File: src/rtl/bcd_step_counter.sv
// Two-digit BCD up/down step counter: synchronizes a raw pushbutton and two switches,
// debounces the key, and steps the ones/tens digits once per accepted press.
module bcd_step_counter #(
    parameter int DB_CYCLES = 500000,
    parameter int DB_W      = 19
) (
    input  logic       CLOCK_50,
    input  logic       RESET_N,
    input  logic       KEY_STEP,
    input  logic       SW_DIR,
    input  logic       SW_CLR,
    output logic [3:0] DIG0,
    output logic [3:0] DIG1,
    output logic       WRAP,
    output logic       PRESSED
);

    localparam logic [DB_W-1:0] DB_LAST  = DB_W'(DB_CYCLES - 1);
    // Key idles high (released), switches idle low.
    localparam logic [2:0]      SYNC_RST = 3'b001;

    typedef enum logic [1:0] {
        S_RELEASED,
        S_PRESS_PEND,
        S_HELD,
        S_RELEASE_PEND
    } db_state_t;

    logic [2:0] raw_in;
    logic [2:0] meta_q;
    logic [2:0] sync_q;
    logic       ks;
    logic       dir;
    logic       clr;

    assign raw_in = {SW_CLR, SW_DIR, KEY_STEP};

    generate
        for (genvar gi = 0; gi < 3; gi++) begin : g_sync
            always_ff @(posedge CLOCK_50 or negedge RESET_N) begin
                if (!RESET_N) begin
                    meta_q[gi] <= SYNC_RST[gi];
                    sync_q[gi] <= SYNC_RST[gi];
                end else begin
                    meta_q[gi] <= raw_in[gi];
                    sync_q[gi] <= meta_q[gi];
                end
            end
        end
    endgenerate

    assign ks  = sync_q[0];
    assign dir = sync_q[1];
    assign clr = sync_q[2];

    db_state_t       state_q;
    logic [DB_W-1:0] db_cnt_q;
    logic            step_q;
    logic            pressed_q;

    // A press is accepted only after DB_CYCLES consecutive low samples; the step
    // pulse is issued once, on the transition into HELD.
    always_ff @(posedge CLOCK_50 or negedge RESET_N) begin
        if (!RESET_N) begin
            state_q   <= S_RELEASED;
            db_cnt_q  <= '0;
            step_q    <= 1'b0;
            pressed_q <= 1'b0;
        end else begin
            step_q <= 1'b0;
            case (state_q)
                S_RELEASED: begin
                    if (!ks) begin
                        state_q  <= S_PRESS_PEND;
                        db_cnt_q <= '0;
                    end
                end
                S_PRESS_PEND: begin
                    if (ks) begin
                        state_q <= S_RELEASED;
                    end else if (db_cnt_q == DB_LAST) begin
                        state_q   <= S_HELD;
                        step_q    <= 1'b1;
                        pressed_q <= 1'b1;
                    end else begin
                        db_cnt_q <= db_cnt_q + DB_W'(1);
                    end
                end
                S_HELD: begin
                    if (ks) begin
                        state_q  <= S_RELEASE_PEND;
                        db_cnt_q <= '0;
                    end
                end
                S_RELEASE_PEND: begin
                    if (!ks) begin
                        state_q <= S_HELD;
                    end else if (db_cnt_q == DB_LAST) begin
                        state_q   <= S_RELEASED;
                        pressed_q <= 1'b0;
                    end else begin
                        db_cnt_q <= db_cnt_q + DB_W'(1);
                    end
                end
                default: begin
                    state_q   <= S_RELEASED;
                    pressed_q <= 1'b0;
                end
            endcase
        end
    end

    logic [3:0] dig0_q, dig0_d;
    logic [3:0] dig1_q, dig1_d;
    logic       wrap_q, wrap_d;

    // Clear outranks a step, so a step landing during clear is simply dropped.
    always_comb begin
        dig0_d = dig0_q;
        dig1_d = dig1_q;
        wrap_d = 1'b0;
        if (clr) begin
            dig0_d = 4'd0;
            dig1_d = 4'd0;
        end else if (step_q && dir) begin
            if (dig0_q == 4'd9) begin
                dig0_d = 4'd0;
                if (dig1_q == 4'd9) begin
                    dig1_d = 4'd0;
                    wrap_d = 1'b1;
                end else begin
                    dig1_d = dig1_q + 4'd1;
                end
            end else begin
                dig0_d = dig0_q + 4'd1;
            end
        end else if (step_q) begin
            if (dig0_q == 4'd0) begin
                dig0_d = 4'd9;
                if (dig1_q == 4'd0) begin
                    dig1_d = 4'd9;
                    wrap_d = 1'b1;
                end else begin
                    dig1_d = dig1_q - 4'd1;
                end
            end else begin
                dig0_d = dig0_q - 4'd1;
            end
        end
    end

    always_ff @(posedge CLOCK_50 or negedge RESET_N) begin
        if (!RESET_N) begin
            dig0_q <= 4'd0;
            dig1_q <= 4'd0;
            wrap_q <= 1'b0;
        end else begin
            dig0_q <= dig0_d;
            dig1_q <= dig1_d;
            wrap_q <= wrap_d;
        end
    end

    assign DIG0    = dig0_q;
    assign DIG1    = dig1_q;
    assign WRAP    = wrap_q;
    assign PRESSED = pressed_q;

endmodule

File: config.mk
export PLATFORM = sky130hd
export DESIGN_NAME = bcd_step_counter
export DESIGN_NICKNAME = d
export VERILOG_FILES = /design/src/rtl/bcd_step_counter.sv
export SDC_FILE = /design/constraint.sdc
export NUM_CORES = 1
export LEC_CHECK = 0
export CAP_MARGIN = 20
export CORE_UTILIZATION = 58
export CTS_CLUSTER_DIAMETER = 120
export CTS_CLUSTER_SIZE = 24
export DETAILED_ROUTE_END_ITERATION = 16
export GPL_TIMING_DRIVEN = 0
export PLACE_DENSITY_LB_ADDON = 0.08
export SYNTH_ARGS = -nofsm -noshare
export SYNTH_HDL_FRONTEND = slang
export SYNTH_SLANG_ARGS = --single-unit
File: constraint.sdc
create_clock -name CLOCK_50 -period 2.7 [get_ports CLOCK_50]
set_input_delay 0.54 -clock CLOCK_50 [delete_from_list [all_inputs] [get_ports CLOCK_50]]
set_output_delay 0.54 -clock CLOCK_50 [all_outputs]
set_load 0.005 [all_outputs]
==> results by group <==
Floorplan
  • Die Wd: between 60 and 70 µm
  • Die Ht: ~64 µm
  • IO Pins: 15
  • Num rows: 21
  • Die footprint: 0.00403 mm²
  • Core area: between 0.003 and 0.004 mm²
  • Initial Utilization: 63.3%

CTS
  • Skew-Pair Late Insertion Delay: 0.29 ns
  • Hold buffers post-CTS: 0
  • Post_cts resized: 0
  • TritonCTS clock tree: done
  • H-tree depth: 2
  • Clk slew on worst S/H paths: around 0.080 ns
  • TritonCTS Buffers: 5
  • Clock sinks: 38
  • Deepest clock path buffer count: 2
  • Post-CTS Setup Inserts: 0
  • Root Driver: clkbuf_8

Finish
  • Most frequent cells in the layout: dfrtp_1 (36), nand2_1 (18), nor2_1 (13), clkdlybuf4s50_1 (13)
  • Layout cell share with drive strength beyond 1: between 8 and 9%
  • Final instance area: between 0.002 and 0.003 mm²
  • Filler cell count: roughly 280
  • Area Growth Syn to Fin: 15.3%
  • Post-Layout Cell Count: 303
  • Seq. cell area: about 950 µm²
  • N_diodes: 0
  • Post-layout util: about 73%
  • Area used by multi-input combinational logic: between 0.001 and 0.0015 mm²
  • Final Net Count: 262
  • Most common cell after layout, fill and taps aside: dfrtp_1

Critical path
  • Crit. End Element: flop
  • Critical R2R Launch: db_cnt_q[0]$_DFFE_PN0P_
  • Slowest cell on crit path: or4_1
  • Critical path destination: db_cnt_q[18]$_DFFE_PN0P_
  • Req. time, crit path: 2.90 ns
  • Crit path cell chain: ha_1 -> nand4_2 -> or4_1 -> or4_1 -> o211ai_1
  • WP data arrival: approximately 2.4 ns
  • R2R depth: 5
  • Worst path max stage delay: approximately 0.59 ns
  • Worst Path Max Fanout: 6
  • Critical path class: flop to flop
  • WP depth: 5
  • Crit path top cell by count: or4_1
  • FF-to-FF setup slack: 0.51 ns
  • Critical Path Start Type: flop
  • CP Buf/Inv Count: 0
  • Crit path launch: db_cnt_q[0]$_DFFE_PN0P_
  • Worst path top cell family by delay: simple AND/OR/NAND/NOR gates
  • RR Endpoint: db_cnt_q[18]$_DFFE_PN0P_

Drt
  • Drc violations: 0
  • Via Count: around 1900
  • DRT Pass-1 Iters: 4
  • Total Wirelength: 4700 µm
  • Initial DRC Count: roughly 220
  • DR WL/cell: ~16 µm
  • Final ANT Viol Nets: 0
  • Number of vias per cell: around 6.3

Yosys
  • Top_reg_cell synth: dfrtp_1
  • Syn_area_per_cell: slightly above 9 µm²
  • Post-synth EDFFs: 0
  • Synth cell types: 53
  • Synth Register Bits: 38
  • Post-synthesis cell count: ~240
  • Mapped Nets: 241
  • Ys async rst share: 100%
  • Yosys Warn Count: 0
  • Post-synthesis sequential area ratio: about 43%
  • Synth Cell Area: ~0.0022 mm²

Min path
  • Type of the most critical hold path: input port to async pin

Timing
  • Tightest Pin Transition: between 0.8 and 0.9 ns
  • Setup Viol. Count Final: 0
  • Worst slew margin: around 45%
  • Post-route setup TNS: 0 ns
  • Fmax: 0.456 GHz
  • Fin crit share: 81.3%
  • Post-route minimum period: approximately 2.2 ns
  • Clk_skew: ~0.0092 ns
  • Final max-slew violation count: 0
  • Hold Slack: 0.334 ns
  • Final hold violation count: 0
  • RSZ-0062 raised after global routing: no

Global routing
  • GRT Total Usage: a little over a quarter
  • Largest net degree at the start of global routing: 39
  • First-pass GRT wire length: 8300 µm
  • GRT overflow: 0
  • Initial antenna violation count: 0
  • Vias in the first global route: about 1800

Placement
  • Placer Congestion: 0.864
  • Placed cells: between 200 and 300
  • Final HPWL DP: between 3000 and 4000 µm
  • Placed Area: 0.00239 mm²
  • Buffers on Ports: 14

Pwr
  • Switching Fraction: a little over a fifth
  • Clk pwr share: between 40% and 50%
  • Max VDD drop: roughly 0.47 mV
  • Comb power frac: under 10%
  • Int Power: 0.00104 W
  • Pwr Density: roughly 530 mW/mm²
  • Flop pwr share: approximately 46%
  • Leak Pwr: 1.05 nW
  • Psw: between 0.0002 and 0.0003 W

Status
  • Outcome: finished clean

Job
  • Number of max-cap violations: 0
==> power by group through the flow <==
stage / Clock, W / Sequential [W] / Combinational, W
6_report: 0.000593 / 0.000607 / 0.000131
3_3_place_gp: 0 / 0.000617 / 0.000129
2_1_floorplan: 0 / 0.000615 / 0.0000932
5_1_grt: 0.000627 / 0.000610 / 0.000149
4_1_cts: 0.000602 / 0.000607 / 0.000132
3_5_place_dp: 0 / 0.000618 / 0.000130
==> cell type report <==
cell class / instances / area share (%)
buffer: 19 / 3.36
clock buffer: 6 / 3.26
sequential: 38 / 37.7
inverter: 7 / 1.04
multi-input combinational: 171 / 44.7
timing repair buffer: 14 / 5.34
tap: 46 / 2.27
clock inverter: 2 / 2.37
==> sequential cells by signal (all words and copies together), names as in the netlist, named ones only <==
register  count
DIG1          4
dir           1
state_q       1
db_cnt_q     19
clr           1
WRAP          1
ks            1
DIG0          4
step_q        1
meta_q        3
PRESSED       1
==> synth_stat cells, types with 3 or more instances <==
library cell,count,area share (%)
a21o_1,5,1.7
a21oi_1,8,1.8
a22o_1,6,2.4
a31oi_1,6,1.7
and2_1,4,1.1
and4_1,3,1.2
buf_2,4,0.91
clkbuf_1,11,1.9
dfrtp_1,36,41
inv_1,5,0.86
mux2i_1,8,3.6
nand2_1,18,3.1
nand3_1,8,1.8
nand4_1,7,2.0
nor2_1,13,2.2
nor3_1,11,2.5
nor4_1,10,2.9
o211ai_1,5,1.7
o21ai_0,4,0.91
o21ai_1,5,1.1
o221ai_1,4,1.6
o2bb2ai_1,3,1.2
or3_1,4,1.1
or4_1,3,1.0
xnor2_1,3,1.2
==> layer usage <==
| metal | wire, µm | GRT usage (%) | share of wire, % | vias to the layer above |
|---|---|---|---|---|
| met2 | 2330 | 44.9 | 50 | 54 |
| met3 | 200 | 3.80 | 4.3 | 9 |
| met1 | 2100 | 33.0 | 45 | 921 |
| met4 | 70 | 9.38 | 1.5 | 0 |
| met5 | 0 | 0 | 0 | - |
| li1 | - | - | - | 938 |
==> cells by family after synthesis <==
logic type / Yosys count / synth area share, %
DFF: 38 / 43.4
xor gates and xnor gates: 5 / 2.00
muxes: 9 / 4.16
AOI/OAI and AO/OA: 62 / 20.4
buffers and inverters: 26 / 5.07
adders and majority gates: 1 / 0.570
and+or+nand+nor: 94 / 24.4
==> worst min-delay path by stage <==
stage | start | end | slack (ns) | cells after the start
3_5_place_dp | meta_q[2]$_DFF_PN0_ | clr$_DFF_PN0_ | 0.34 | 0
2_1_floorplan | RESET_N | DIG0[0]$_DFFE_PN0P_ | 0.24 | 0
5_1_grt | meta_q[1]$_DFF_PN0_ | dir$_DFF_PN0_ | 0.37 | 0
3_3_place_gp | meta_q[1]$_DFF_PN0_ | dir$_DFF_PN0_ | 0.33 | 0
6_report | RESET_N | DIG0[3]$_DFFE_PN0P_ | 0.33 | 1
4_1_cts | meta_q[2]$_DFF_PN0_ | clr$_DFF_PN0_ | 0.36 | 0
==> stage by stage <==
step	total power [W]	worst slack, ns
after floorplan	0.000708	0.770
after global placement	0.000746	0.200
after detailed placement	0.000748	0.566
after CTS	0.00134	0.516
after global routing	0.00139	0.411
final	0.00133	0.505
Power figures use the tool's default switching activity.
